<file path="config.mk">
export PLATFORM = sky130hd
export DESIGN_NAME = instruction_fetch_queue
export DESIGN_NICKNAME = d
export VERILOG_FILES = /design/src/rtl/fetch_pkg.sv /design/src/rtl/fetch_fifo.sv /design/src/rtl/instruction_fetch_queue.sv
export SDC_FILE = /design/constraint.sdc
export NUM_CORES = 1
export LEC_CHECK = 0
export CORE_MARGIN = 2
export CORE_UTILIZATION = 50
export CTS_BUF_LIST = sky130_fd_sc_hd__clkbuf_4 sky130_fd_sc_hd__clkbuf_8
export DETAILED_ROUTE_END_ITERATION = 12
export HOLD_SLACK_MARGIN = 0.05
export PLACE_DENSITY = 0.76
export REMOVE_ABC_BUFFERS = 1
export SYNTH_ARGS = -nofsm -noshare
export SYNTH_HDL_FRONTEND = slang
export SYNTH_SLANG_ARGS = --single-unit
</file>
<file path="constraint.sdc">
create_clock -name clk -period 6.9 [get_ports clk]
set_input_delay 1.38 -clock clk [delete_from_list [all_inputs] [get_ports clk]]
set_output_delay 1.38 -clock clk [all_outputs]
set_load 0.01 [all_outputs]
</file>
<file path="src/rtl/fetch_pkg.sv">
// Shared sizing helpers for the instruction fetch front end.
package fetch_pkg;

  // Width able to hold the counts 0..depth (occupancy, credits in use).
  function automatic int occ_width(input int unsigned depth);
    return $clog2(depth + 1);
  endfunction

  // Width of a read/write pointer into a depth-entry store; at least one bit.
  function automatic int ptr_width(input int unsigned depth);
    return (depth > 1) ? $clog2(depth) : 1;
  endfunction

endpackage

</file>
<file path="src/rtl/fetch_fifo.sv">
// Synchronous first-word-fall-through FIFO with single-cycle flush.
module fetch_fifo
  import fetch_pkg::*;
#(
  parameter int unsigned DATA_W = 48,
  parameter int unsigned DEPTH  = 4
) (
  input  logic                          clk,
  input  logic                          rst_n,
  input  logic                          i_flush,
  input  logic                          i_push,
  input  logic [DATA_W-1:0]             i_push_data,
  input  logic                          i_pop,
  output logic                          o_valid,
  output logic [DATA_W-1:0]             o_data,
  output logic [occ_width(DEPTH)-1:0]   o_count
);

  localparam int unsigned PTR_W = ptr_width(DEPTH);
  localparam int unsigned OCC_W = occ_width(DEPTH);
  localparam logic [PTR_W-1:0] LAST = PTR_W'(DEPTH - 1);
  localparam logic [OCC_W-1:0] FULL = OCC_W'(DEPTH);

  logic [DATA_W-1:0] r_mem [DEPTH];
  logic [PTR_W-1:0]  r_head;
  logic [PTR_W-1:0]  r_tail;
  logic [OCC_W-1:0]  r_count;
  logic              w_valid;
  logic              w_push;
  logic              w_pop;

  // Flush dominates both push and pop; pop only takes effect on a valid head.
  assign w_valid = (r_count != '0);
  assign w_pop   = i_pop && w_valid && !i_flush;
  assign w_push  = i_push && !i_flush;

  // Entry storage; contents are only observed while qualified by r_count.
  always_ff @(posedge clk) begin
    if (w_push) begin
      r_mem[r_tail] <= i_push_data;
    end
  end

  // Pointers wrap explicitly so DEPTH need not be a power of two.
  always_ff @(posedge clk) begin
    if (!rst_n || i_flush) begin
      r_head  <= '0;
      r_tail  <= '0;
      r_count <= '0;
    end else begin
      if (w_push) begin
        r_tail <= (r_tail == LAST) ? '0 : r_tail + 1'b1;
      end
      if (w_pop) begin
        r_head <= (r_head == LAST) ? '0 : r_head + 1'b1;
      end
      case ({w_push, w_pop})
        2'b10:   r_count <= r_count + 1'b1;
        2'b01:   r_count <= r_count - 1'b1;
        default: r_count <= r_count;
      endcase
    end
  end

  // Head presented combinationally; zero when empty.
  always_comb begin
    o_valid = w_valid;
    o_data  = w_valid ? r_mem[r_head] : '0;
    o_count = r_count;
  end

  // Upstream credit accounting must never push into a full queue without a pop.
  a_no_overflow : assert property (@(posedge clk) disable iff (!rst_n || i_flush)
                                   !(i_push && !w_pop && (r_count == FULL)));

endmodule

</file>
<file path="src/rtl/instruction_fetch_queue.sv">
// Fetch front end: owns the PC, issues reads under a credit limit, tracks
// in-flight reads and queues returned instructions for decode.
module instruction_fetch_queue
  import fetch_pkg::*;
#(
  parameter int unsigned           INSTR_WIDTH = 16,
  parameter int unsigned           ADDR_WIDTH  = 32,
  parameter int unsigned           DEPTH       = 4,
  parameter int unsigned           MEM_LATENCY = 1,
  parameter logic [ADDR_WIDTH-1:0] RESET_PC    = '0,
  parameter logic [ADDR_WIDTH-1:0] PC_STEP     = ADDR_WIDTH'(1)
) (
  input  logic                         clk,
  input  logic                         rst_n,
  input  logic                         fetch_en,
  output logic                         mem_rd_en,
  output logic [ADDR_WIDTH-1:0]        mem_addr,
  input  logic [INSTR_WIDTH-1:0]       mem_rdata,
  input  logic                         redirect_valid,
  input  logic [ADDR_WIDTH-1:0]        redirect_pc,
  output logic                         out_valid,
  input  logic                         out_ready,
  output logic [INSTR_WIDTH-1:0]       out_instr,
  output logic [ADDR_WIDTH-1:0]        out_pc,
  output logic [occ_width(DEPTH)-1:0]  occupancy
);

  localparam int unsigned OCC_W = occ_width(DEPTH);
  localparam int unsigned SUM_W = OCC_W + 1;
  localparam logic [SUM_W-1:0] CREDITS = SUM_W'(DEPTH);

  typedef struct packed {
    logic                  valid;
    logic [ADDR_WIDTH-1:0] pc;
  } inflight_t;

  typedef struct packed {
    logic [ADDR_WIDTH-1:0]  pc;
    logic [INSTR_WIDTH-1:0] instr;
  } entry_t;

  logic [ADDR_WIDTH-1:0] r_fetch_pc;
  inflight_t             r_line [MEM_LATENCY];
  logic [OCC_W-1:0]      r_inflight_cnt;
  logic [OCC_W-1:0]      w_occ;
  logic [SUM_W-1:0]      w_used;
  logic                  w_issue;
  logic                  w_retire;
  logic                  w_head_valid;
  entry_t                w_push_entry;
  entry_t                w_head;

  // Credits in use come from registered counts only; a same-cycle pop frees nothing.
  assign w_used   = SUM_W'(w_occ) + SUM_W'(r_inflight_cnt);
  assign w_issue  = rst_n && fetch_en && !redirect_valid && (w_used < CREDITS);
  assign w_retire = r_line[MEM_LATENCY-1].valid;

  assign w_push_entry = '{pc: r_line[MEM_LATENCY-1].pc, instr: mem_rdata};

  // Fetch PC: reset wins over redirect, redirect wins over sequential issue.
  always_ff @(posedge clk) begin
    if (!rst_n) begin
      r_fetch_pc <= RESET_PC;
    end else if (redirect_valid) begin
      r_fetch_pc <= redirect_pc;
    end else if (w_issue) begin
      r_fetch_pc <= r_fetch_pc + PC_STEP;
    end
  end

  // In-flight shift line: the last stage lines up with mem_rdata.
  always_ff @(posedge clk) begin
    if (!rst_n || redirect_valid) begin
      for (int i = 0; i < int'(MEM_LATENCY); i++) begin
        r_line[i] <= '0;
      end
    end else begin
      r_line[0] <= '{valid: w_issue, pc: r_fetch_pc};
      for (int i = 1; i < int'(MEM_LATENCY); i++) begin
        r_line[i] <= r_line[i-1];
      end
    end
  end

  // Count of valid in-flight entries, kept alongside the shift line.
  always_ff @(posedge clk) begin
    if (!rst_n || redirect_valid) begin
      r_inflight_cnt <= '0;
    end else begin
      case ({w_issue, w_retire})
        2'b10:   r_inflight_cnt <= r_inflight_cnt + 1'b1;
        2'b01:   r_inflight_cnt <= r_inflight_cnt - 1'b1;
        default: r_inflight_cnt <= r_inflight_cnt;
      endcase
    end
  end

  fetch_fifo #(
    .DATA_W (ADDR_WIDTH + INSTR_WIDTH),
    .DEPTH  (DEPTH)
  ) u_fifo (
    .clk         (clk),
    .rst_n       (rst_n),
    .i_flush     (redirect_valid),
    .i_push      (w_retire),
    .i_push_data (w_push_entry),
    .i_pop       (out_ready),
    .o_valid     (w_head_valid),
    .o_data      (w_head),
    .o_count     (w_occ)
  );

  // Memory request and decode-facing outputs.
  always_comb begin
    mem_rd_en = w_issue;
    mem_addr  = r_fetch_pc;
    out_valid = w_head_valid;
    out_instr = w_head.instr;
    out_pc    = w_head.pc;
    occupancy = w_occ;
  end

endmodule
</file>
-- After elaboration in Yosys (flattened, before gate mapping)
Memory sizes are Yosys's and may differ from the RTL's. A register that Yosys moved wholly into a read port is not among the register bits.
Cells that the tools add are included.
- flip-flop bits (word level): 42
- latch bits: 0
- bits in writable memories: 225
- bits in read-only memories: 0
- input bits: 53
- output and inout port bits: 85
- logic and storage cells: 52
- memories: 2
- add/sub/neg operators: 8
- multiply operators: 0
- div/mod/pow operators: 0
- magnitude comparators: 1
- equality and inequality tests: 6
- shift-type cells: 0
- muxes and demuxes: 16
- bitwise operators: 0
- reductions and logical operators: 14
- memories (name ; words ; bits a word ; rd ports ; clocked after memory_dff ; wr ports ; RTL line ; source):
    u_fifo.r_mem ; 4 ; 48 ; 1 ; 1 ; 1 ; fetch_fifo.sv:24 ; logic [DATA_W-1:0] r_mem [DEPTH];
    r_line ; 1 ; 33 ; 1 ; 0 ; 1 ; instruction_fetch_queue.sv:43 ; inflight_t r_line [MEM_LATENCY];
- operators with widths (kind ; number):
    2-to-1 mux 32 bit ; 2
    2-to-1 mux 48 bit ; 1
    2-to-1 mux 33 bit ; 1
    OR reduction 33 bit ; 1
    adder 32 x 1 -> 32 bit (second input constant) ; 1
    case mux 3 bit (2 select lines) ; 2
    == test 2 bit (second input constant) ; 4
    2-to-1 mux 2 bit ; 4
    adder 3 x 1 -> 3 bit (second input constant) ; 2
    logical AND 1 bit ; 6
    2-to-1 mux 1 bit ; 6
    nonzero test 2 bit ; 3
    subtractor 3 x 1 -> 3 bit (second input constant) ; 2
    adder 2 x 1 -> 2 bit (second input constant) ; 2
    adder 3 x 3 -> 4 bit ; 1
    == test 2 x 1 -> 1 bit (second input constant) ; 2
    less-than comparator 4 x 3 -> 1 bit (second input constant) ; 1
    nonzero test 3 bit ; 1
    zero test 1 bit ; 2
    logical OR 1 bit ; 1

-- Longest topological paths before layout
Gate-level depths: netlist (run 1).
- depth in word-level cells: 5
- gate-level depth with buffers: 10
- gate-level depth less buffers: 9

-- Modules after synthesis
Synthesis (run 1) repeated with hierarchy kept, for this count alone.
- cell total of the unflattened synthesis: 680
- area, all modules: 10702.8 µm²
- by module, submodules not included (module ; instances ; cells each ; area an instance (µm²) ; sequential area each (µm²)):
    fetch_fifo ; 1 ; 355 ; 7703.6 ; 5945.7
    instruction_fetch_queue ; 1 ; 325 ; 2999.1 ; 1361.3

-- Least setup slack after synthesis (run 1)
OpenSTA, ideal clock, no wires.
- path kind: input -> register
- start: input redirect_valid
- end: memory u_fifo.r_mem[1][0], enable pin
- library setup time: 0.411 ns
- arrival time: 3.001 ns
- required time: 6.489 ns
- path slack: 3.489 ns
- stages: 3
- buffers on the path: 1
- cell sequence: clkinv_1 > clkbuf_1 > and3_1
- longest elaborated chain between the ends: 4
- ends and longest elaborated chain (what ; RTL line ; source):
    start: declaration ; instruction_fetch_queue.sv:19 ; input logic redirect_valid,
    zero test 1 bit ; fetch_fifo.sv:35 ; assign w_push = i_push && !i_flush;
    logical AND 1 bit ; fetch_fifo.sv:35 ;
    2-to-1 mux 1 bit ; fetch_fifo.sv:39 ; if (w_push) begin
    2-to-1 mux 1 bit (implied by the code) ; fetch_fifo.sv:40 ; r_mem[r_tail] <= i_push_data;
    end: declaration ; fetch_fifo.sv:24 ;
No other way between the ends.

-- Final worst setup path (run 1)
- start: input redirect_valid
- end: output mem_rd_en
- longest elaborated chain between the ends: 3
- ends and longest elaborated chain (what ; RTL line ; source):
    zero test 1 bit ; instruction_fetch_queue.sv:55 ; assign w_issue = rst_n && fetch_en && !redirect_valid && (w_used < CREDITS);
    logical AND 1 bit (2 in a row) ; instruction_fetch_queue.sv:55 ;
    end: declaration ; instruction_fetch_queue.sv:16 ; output logic mem_rd_en,
No other way between the ends.

==> results of run 1 <==
-- routing by layer --
| metal | share of wire (%) | vias to the layer above | global-route usage, % |
|---|---|---|---|
| met4 | 2.2 | 0 | 6.62 |
| met5 | 0 | - | 0 |
| met2 | 49 | 269 | 35.1 |
| li1 | - | 2884 | - |
| met3 | 6.5 | 36 | 4.12 |
| met1 | 42 | 3195 | 29.3 |
-- critical path, delay by kind of cell --
family,cells,cell delay [ns]
buffers and inverters,3,1.47
and+or+nand+nor,2,0.45
-- metrics by stage --
step           area (sq um)  hold WS [ns]  util, %  instances  worst slack, ns
2_1_floorplan         10500         0.438        -        645             2.60
3_3_place_gp          12300         0.444     58.6       1065             2.29
3_5_place_dp          12300         0.458     58.6       1065             2.29
4_1_cts               13100         0.474     62.7       1140             2.28
5_1_grt               13100         0.494     62.7       1140             2.06
6_report              13100         0.476     62.7       1140             2.22
-- final timing paths --
| kind | startpoint | to | slack (ns) | cells past startpoint |
|---|---|---|---|---|
| hold / removal | r_line[0][31] | u_fifo.r_mem[3][47] | 0.48 | 0 |
| setup reg to reg | u_fifo.o_count[0] | u_fifo.o_count[2] | 3.94 | 9 |
| setup / recovery | redirect_valid | mem_rd_en | 2.22 | 5 |
| hold reg to reg | r_line[0][31] | u_fifo.r_mem[3][47] | 0.48 | 0 |
-- area by class of cell --
type / instances / area [sq um]
timing repair buffer: 145 / 1430
clock inverter: 7 / 32.5
fill: 1486 / 7790
inverter: 18 / 67.6
clock buffer: 68 / 817
tap: 275 / 344
multi-input combinational: 358 / 3100
sequential: 269 / 7310
-- registers in the layout, summed over array words and instances (netlist names), named ones only --
name	flops
mem_addr	32
u_fifo.r_head	2
r_inflight_cnt	3
u_fifo.r_tail	2
r_line	33
u_fifo.o_count	3
u_fifo.r_mem	192
-- Yosys cell counts (all sizes together), types with 3 or more instances --
master / count / area (sq um)
a21oi: 29 / 145
and2: 79 / 494
and3: 7 / 43.8
and4: 6 / 52.6
buf: 8 / 42.5
clkbuf: 24 / 90.1
dfxtp: 77 / 1540
edfxtp: 192 / 5770
ha: 10 / 125
inv: 17 / 63.8
mux4: 48 / 1080
nand2: 21 / 78.8
nand3: 18 / 90.1
nand4: 12 / 81.3
nor2: 23 / 86.3
nor3: 9 / 45.0
nor4: 8 / 86.3
o2111a: 3 / 33.8
o211a: 3 / 30.0
o21ai: 30 / 150
o31ai: 3 / 22.5
or3: 7 / 43.8
xnor2: 14 / 123
xor2: 10 / 87.6
-- logic make-up (layout without fill, tap and decap cells) --
logic type | Yosys count | in the layout | synth area share, %
compound gates | 75 | 75 | 4.11
simple gates | 198 | 198 | 11.2
xor+xnor | 24 | 24 | 1.98
mux | 49 | 49 | 10.3
fa+ha+maj | 12 | 12 | 1.56
flops | 269 | 269 | 69.0
buf+inv | 50 | 238 | 1.89
-- power breakdown --
part | leakage (uW) | internal (uW) | switching [uW]
combinational | 0.00154 | 83.5 | 68.6
sequential | 0.00227 | 1750 | 35.3
clock | 0.000456 | 746 | 568
==> impl_metrics.toml, run 1 <==
[outcome]
result_of_the_run = "finished, final reports clean"

[cts]
cts_tree = "done"
ctsHoldBuffers = 0
cells_resized_by_post_cts_repair = 0
worstSkewPairLatency_ns = 0.53
ctsRootBufferMaster = "clkbuf_8"
cts.clk_slew.worst_paths_ns = 0.06
cts-buffers-inserted = 41
deepest_level_of_the_cts_h_tree = 2
cts.repair_timing.setup_buffer_count = 0
clockBufferDepth = 3
cts_num_sinks = 269

[sta]
totalNegativeSetupSlack_ns = 0
max_freq_ghz = 0.214
max-slew-margin-rel_pct = 33.8
final_critical_delay_including_setup_and_external_delays_ns = 4.68
timing_max_transition_violations_final = 0
setup_viol_count_final = 0
fin_worst_skew_ns = 0.0185
grt_setup_unrepaired = "no"
tightestPinTransition_ns = 0.993
hold_violations = 0
period_share_pct = 67.8

[synthesis]
yosysUniqueCellTypes = 45
seq_area_frac_synth_pct = 69.0
synth-edff-count = 192
post_synthesis_sequential_element_count = 269
post_synth.cell_area_avg_sq_um = 15.6
postSynth.asyncResetShare_pct = 0
synth_warn = 0
netlist_instances = 677
postSynth.topFlopCell = "edfxtp_1"
mappedNetlistArea_sq_um = 10600

[die]
floorplan.io_pins = 138
die_width_um = 150
fp.coreArea_sq_um = 20900
die-area_sq_um = 22400
dieHeight_um = 150
start_util_pct = 50.7
placementRows = 53

[setup_path]
crit_fanout = 21
critical_path.slowest_cell = "clkdlybuf4s50_1"
cp-end-kind = "output port"
crit_path_max_incr_delay_ns = 0.85
cp_common_cell = "clkdlybuf4s50_1"
required_ns = 5.52
arrival_ns = 3.30
path_class = "input pin to output port"
worst_setup_path_start_kind = "input pin"
worstPathCellList = "clkdlybuf4s50_1, nor2b_2, nand3_1, inv_1, clkdlybuf4s50_1"

[final_layout]
layout.cells.most_common = "edfxtp_1"
syn_to_final_growth_pct = 23.7
post_route_cells_drive_above_1_share_pct = 16.3
antenna-diode-count = 0
commonest_non_fill_non_tap_cells_in_the_layout = "edfxtp_1, clkdlybuf4s50_1, and2_1"
design.final.nets = 898

[drt]
vias = 6384
vias_per_cell = 5.60
post-route-drc-count = 0
route.final.wire_length_um = 23600
antenna_violating_nets_post_route = 0
post_drt_wl_per_cell_um = 20.7
dr.first_iter.drc_count = 624
firstDrtPassIters = 5

[global_route]
grt_pass1_wl_um = 36500
first_global_vias = 6560
grt_start_max_net_pins = 52
grt_antenna_before_repair = 0
globalRouteOverflowTotal = 0
groute.usage.overall_pct = 21.4

[power]
vdd_drop_max_mv = 0.113
totalPowerFinal_uw = 3250
power-per-cell-area_nw_per_um2 = 248
static-leakage-power_uw = 0.00426

[place]
place_congestion = 0.882
port_buffers = 137
hpwlAfterDp_um = 14800

[worst_hold_path]
holdCritPathClass = "register to register"

[run]
maxCapViolCount = 0
Power figures use the tool's default switching activity.
==> run 2, diff against run 1 <==
- clock period: 6.9 -> 4.5 ns (I/O delays scaled with it)
==> run 2 against run 1 <==
Via count is 1.3% lower; cell count rose by 0.53%; critical endpoint unchanged; count of clock-buffer cells in the layout shrank 12; global-route usage shrank 0.60 points.
==> impl_metrics.toml, run 2 (synthesized netlist as in run 1, its figures left out) <==
[outcome]
result_of_the_run = "finished, final reports clean"

[cts]
worstSkewPairLatency_ns = 0.55
cts_tree = "done"
clockBufferDepth = 3
cts-buffers-inserted = 42
cells_resized_by_post_cts_repair = 0
deepest_level_of_the_cts_h_tree = 2
cts.repair_timing.setup_buffer_count = 0
cts_num_sinks = 269
cts.clk_slew.worst_paths_ns = 0.06
ctsRootBufferMaster = "clkbuf_8"
ctsHoldBuffers = 0

[place]
hpwlAfterDp_um = 14600
total_cell_area_at_the_placement_stage_sq_um = 12300
pre_cts_slack_ns = 0.855
place_congestion = 0.808
placed_cells = 1069
port_buffers = 137

[final_layout]
largest_reg_flops = 192
ff_latch_area_sq_um = 7310
post_route_cells_drive_above_1_share_pct = 16.5
syn_to_final_growth_pct = 25.1
commonest_non_fill_non_tap_cells_in_the_layout = "edfxtp_1, clkdlybuf4s50_1, and2_1"
fin_cells = 1146
antenna-diode-count = 0
multi_input_area_sq_um = 3100
largest_reg_by_ff_count = "u_fifo.r_mem"
postLayoutCellArea_sq_um = 13300
design.final.nets = 903
layout.cells.most_common = "edfxtp_1"
layout.filler_cells = 1498

[sta]
setup_viol_count_final = 0
final_critical_delay_including_setup_and_external_delays_ns = 3.64
grt_setup_unrepaired = "no"
period_share_pct = 81.0
tightestPinTransition_ns = 0.944
timing_max_transition_violations_final = 0
max_freq_ghz = 0.274
post-route-worst-setup-slack_ns = 0.855
max-slew-margin-rel_pct = 37.0
fin_worst_skew_ns = 0.0272
hold_violations = 0
totalNegativeSetupSlack_ns = 0

[setup_path]
r2r-end = "u_fifo.o_count[2]"
worst_setup_path_start_kind = "input pin"
cp_common_cell = "clkdlybuf4s50_1"
ff2ff_setup_slack_ns = 1.45
critPathBufInv = 3
worstReg2RegStart = "u_fifo.o_count[0]"
worstPathCellList = "clkdlybuf4s50_1, nor4b_4, nand3_1, inv_1, clkdlybuf4s50_1"
path_class = "input pin to output port"
cp_num_cells = 5
cp-end-kind = "output port"
crit_family = "buffers and inverters"
crit_path_max_incr_delay_ns = 0.53
critical_path.slowest_cell = "clkdlybuf4s50_1"
reg2reg_depth = 9
crit_fanout = 9
required_ns = 3.60
arrival_ns = 2.74
worst_setup_path_startpoint = "fetch_en"
critical_path.endpoint = "mem_rd_en"

[power]
totalPowerFinal_uw = 5140
netSwitchingFraction_pct = 20.8
switching_power_uw = 1070
power-per-cell-area_nw_per_um2 = 388
cell_internal_pwr_uw = 4070
vdd_drop_max_mv = 0.200
clock_network_fraction_of_design_power_pct = 42.3
power.share.combinational_pct = 4.5
static-leakage-power_uw = 0.00432
seqPwrFrac_pct = 53.1

[die]
floorplan.io_pins = 138
die-area_sq_um = 22400
die_width_um = 150
dieHeight_um = 150
start_util_pct = 50.7
placementRows = 53
fp.coreArea_sq_um = 20900

[global_route]
grt_start_max_net_pins = 52
first_global_vias = 6573
grt_antenna_before_repair = 0
globalRouteOverflowTotal = 0
grt_pass1_wl_um = 35100
groute.usage.overall_pct = 20.8

[drt]
firstDrtPassIters = 5
vias_per_cell = 5.50
antenna_violating_nets_post_route = 0
dr.first_iter.drc_count = 434
post-route-drc-count = 0
route.final.wire_length_um = 22900
post_drt_wl_per_cell_um = 19.9
vias = 6299

[worst_hold_path]
holdCritPathClass = "register to register"

[run]
maxCapViolCount = 0
-- run 2: stage by stage --
stage | util, % | hold WS (ns)
3_5_place_dp | 59.1 | 0.459
2_1_floorplan | - | 0.438
5_1_grt | 63.4 | 0.469
4_1_cts | 63.4 | 0.452
6_report | 63.4 | 0.470
3_3_place_gp | 59.1 | 0.444
-- run 2: area by class of cell --
type	count	share of cell area, %
clock buffers	56	5.30
clock inverters	21	1.55
inverters	18	0.510
multi-input cells	358	23.4
flip-flops and latches	269	55.2
well taps	275	2.60
repair buffers	149	11.5
-- run 2: worst reg2reg max path, stage by stage, from the launching register on --
cell and delay, ns:
dfxtp_1 0.43, or3_2 0.79, nand2_1 0.26, nor2_1 0.15
ha_1 0.20, inv_1 0.07, fa_1 0.39, xor2_1 0.17
or3_1 0.34, a21oi_1 0.17
-- run 2: per-layer routing --
metal / global-route usage, % / wire [um]
met1: 26.9 / 9220
met3: 4.15 / 1590
met4: 8.52 / 731
met2: 34.7 / 11300
met5: 0 / 0
-- run 2: how the worst min path moves through the flow --
stage,startpoint,to,depth (start not counted)
floorplan,r_line[0][0],u_fifo.r_mem[0][16],0
global placement,r_line[0][4],u_fifo.r_mem[3][20],0
detailed placement,r_line[0][13],u_fifo.r_mem[2][29],0
CTS,r_line[0][13],u_fifo.r_mem[3][29],0
global route,r_line[0][13],u_fifo.r_mem[3][29],0
finish,r_line[0][18],u_fifo.r_mem[0][34],0
-- run 2: power by group through the flow --
stage | logic [uW] | clock network [uW] | registers (uW)
3_5_place_dp | 234 | 0 | 2780
3_3_place_gp | 228 | 0 | 2780
4_1_cts | 236 | 2220 | 2730
6_report | 234 | 2170 | 2730
5_1_grt | 252 | 2320 | 2730
2_1_floorplan | 82.3 | 0 | 2780
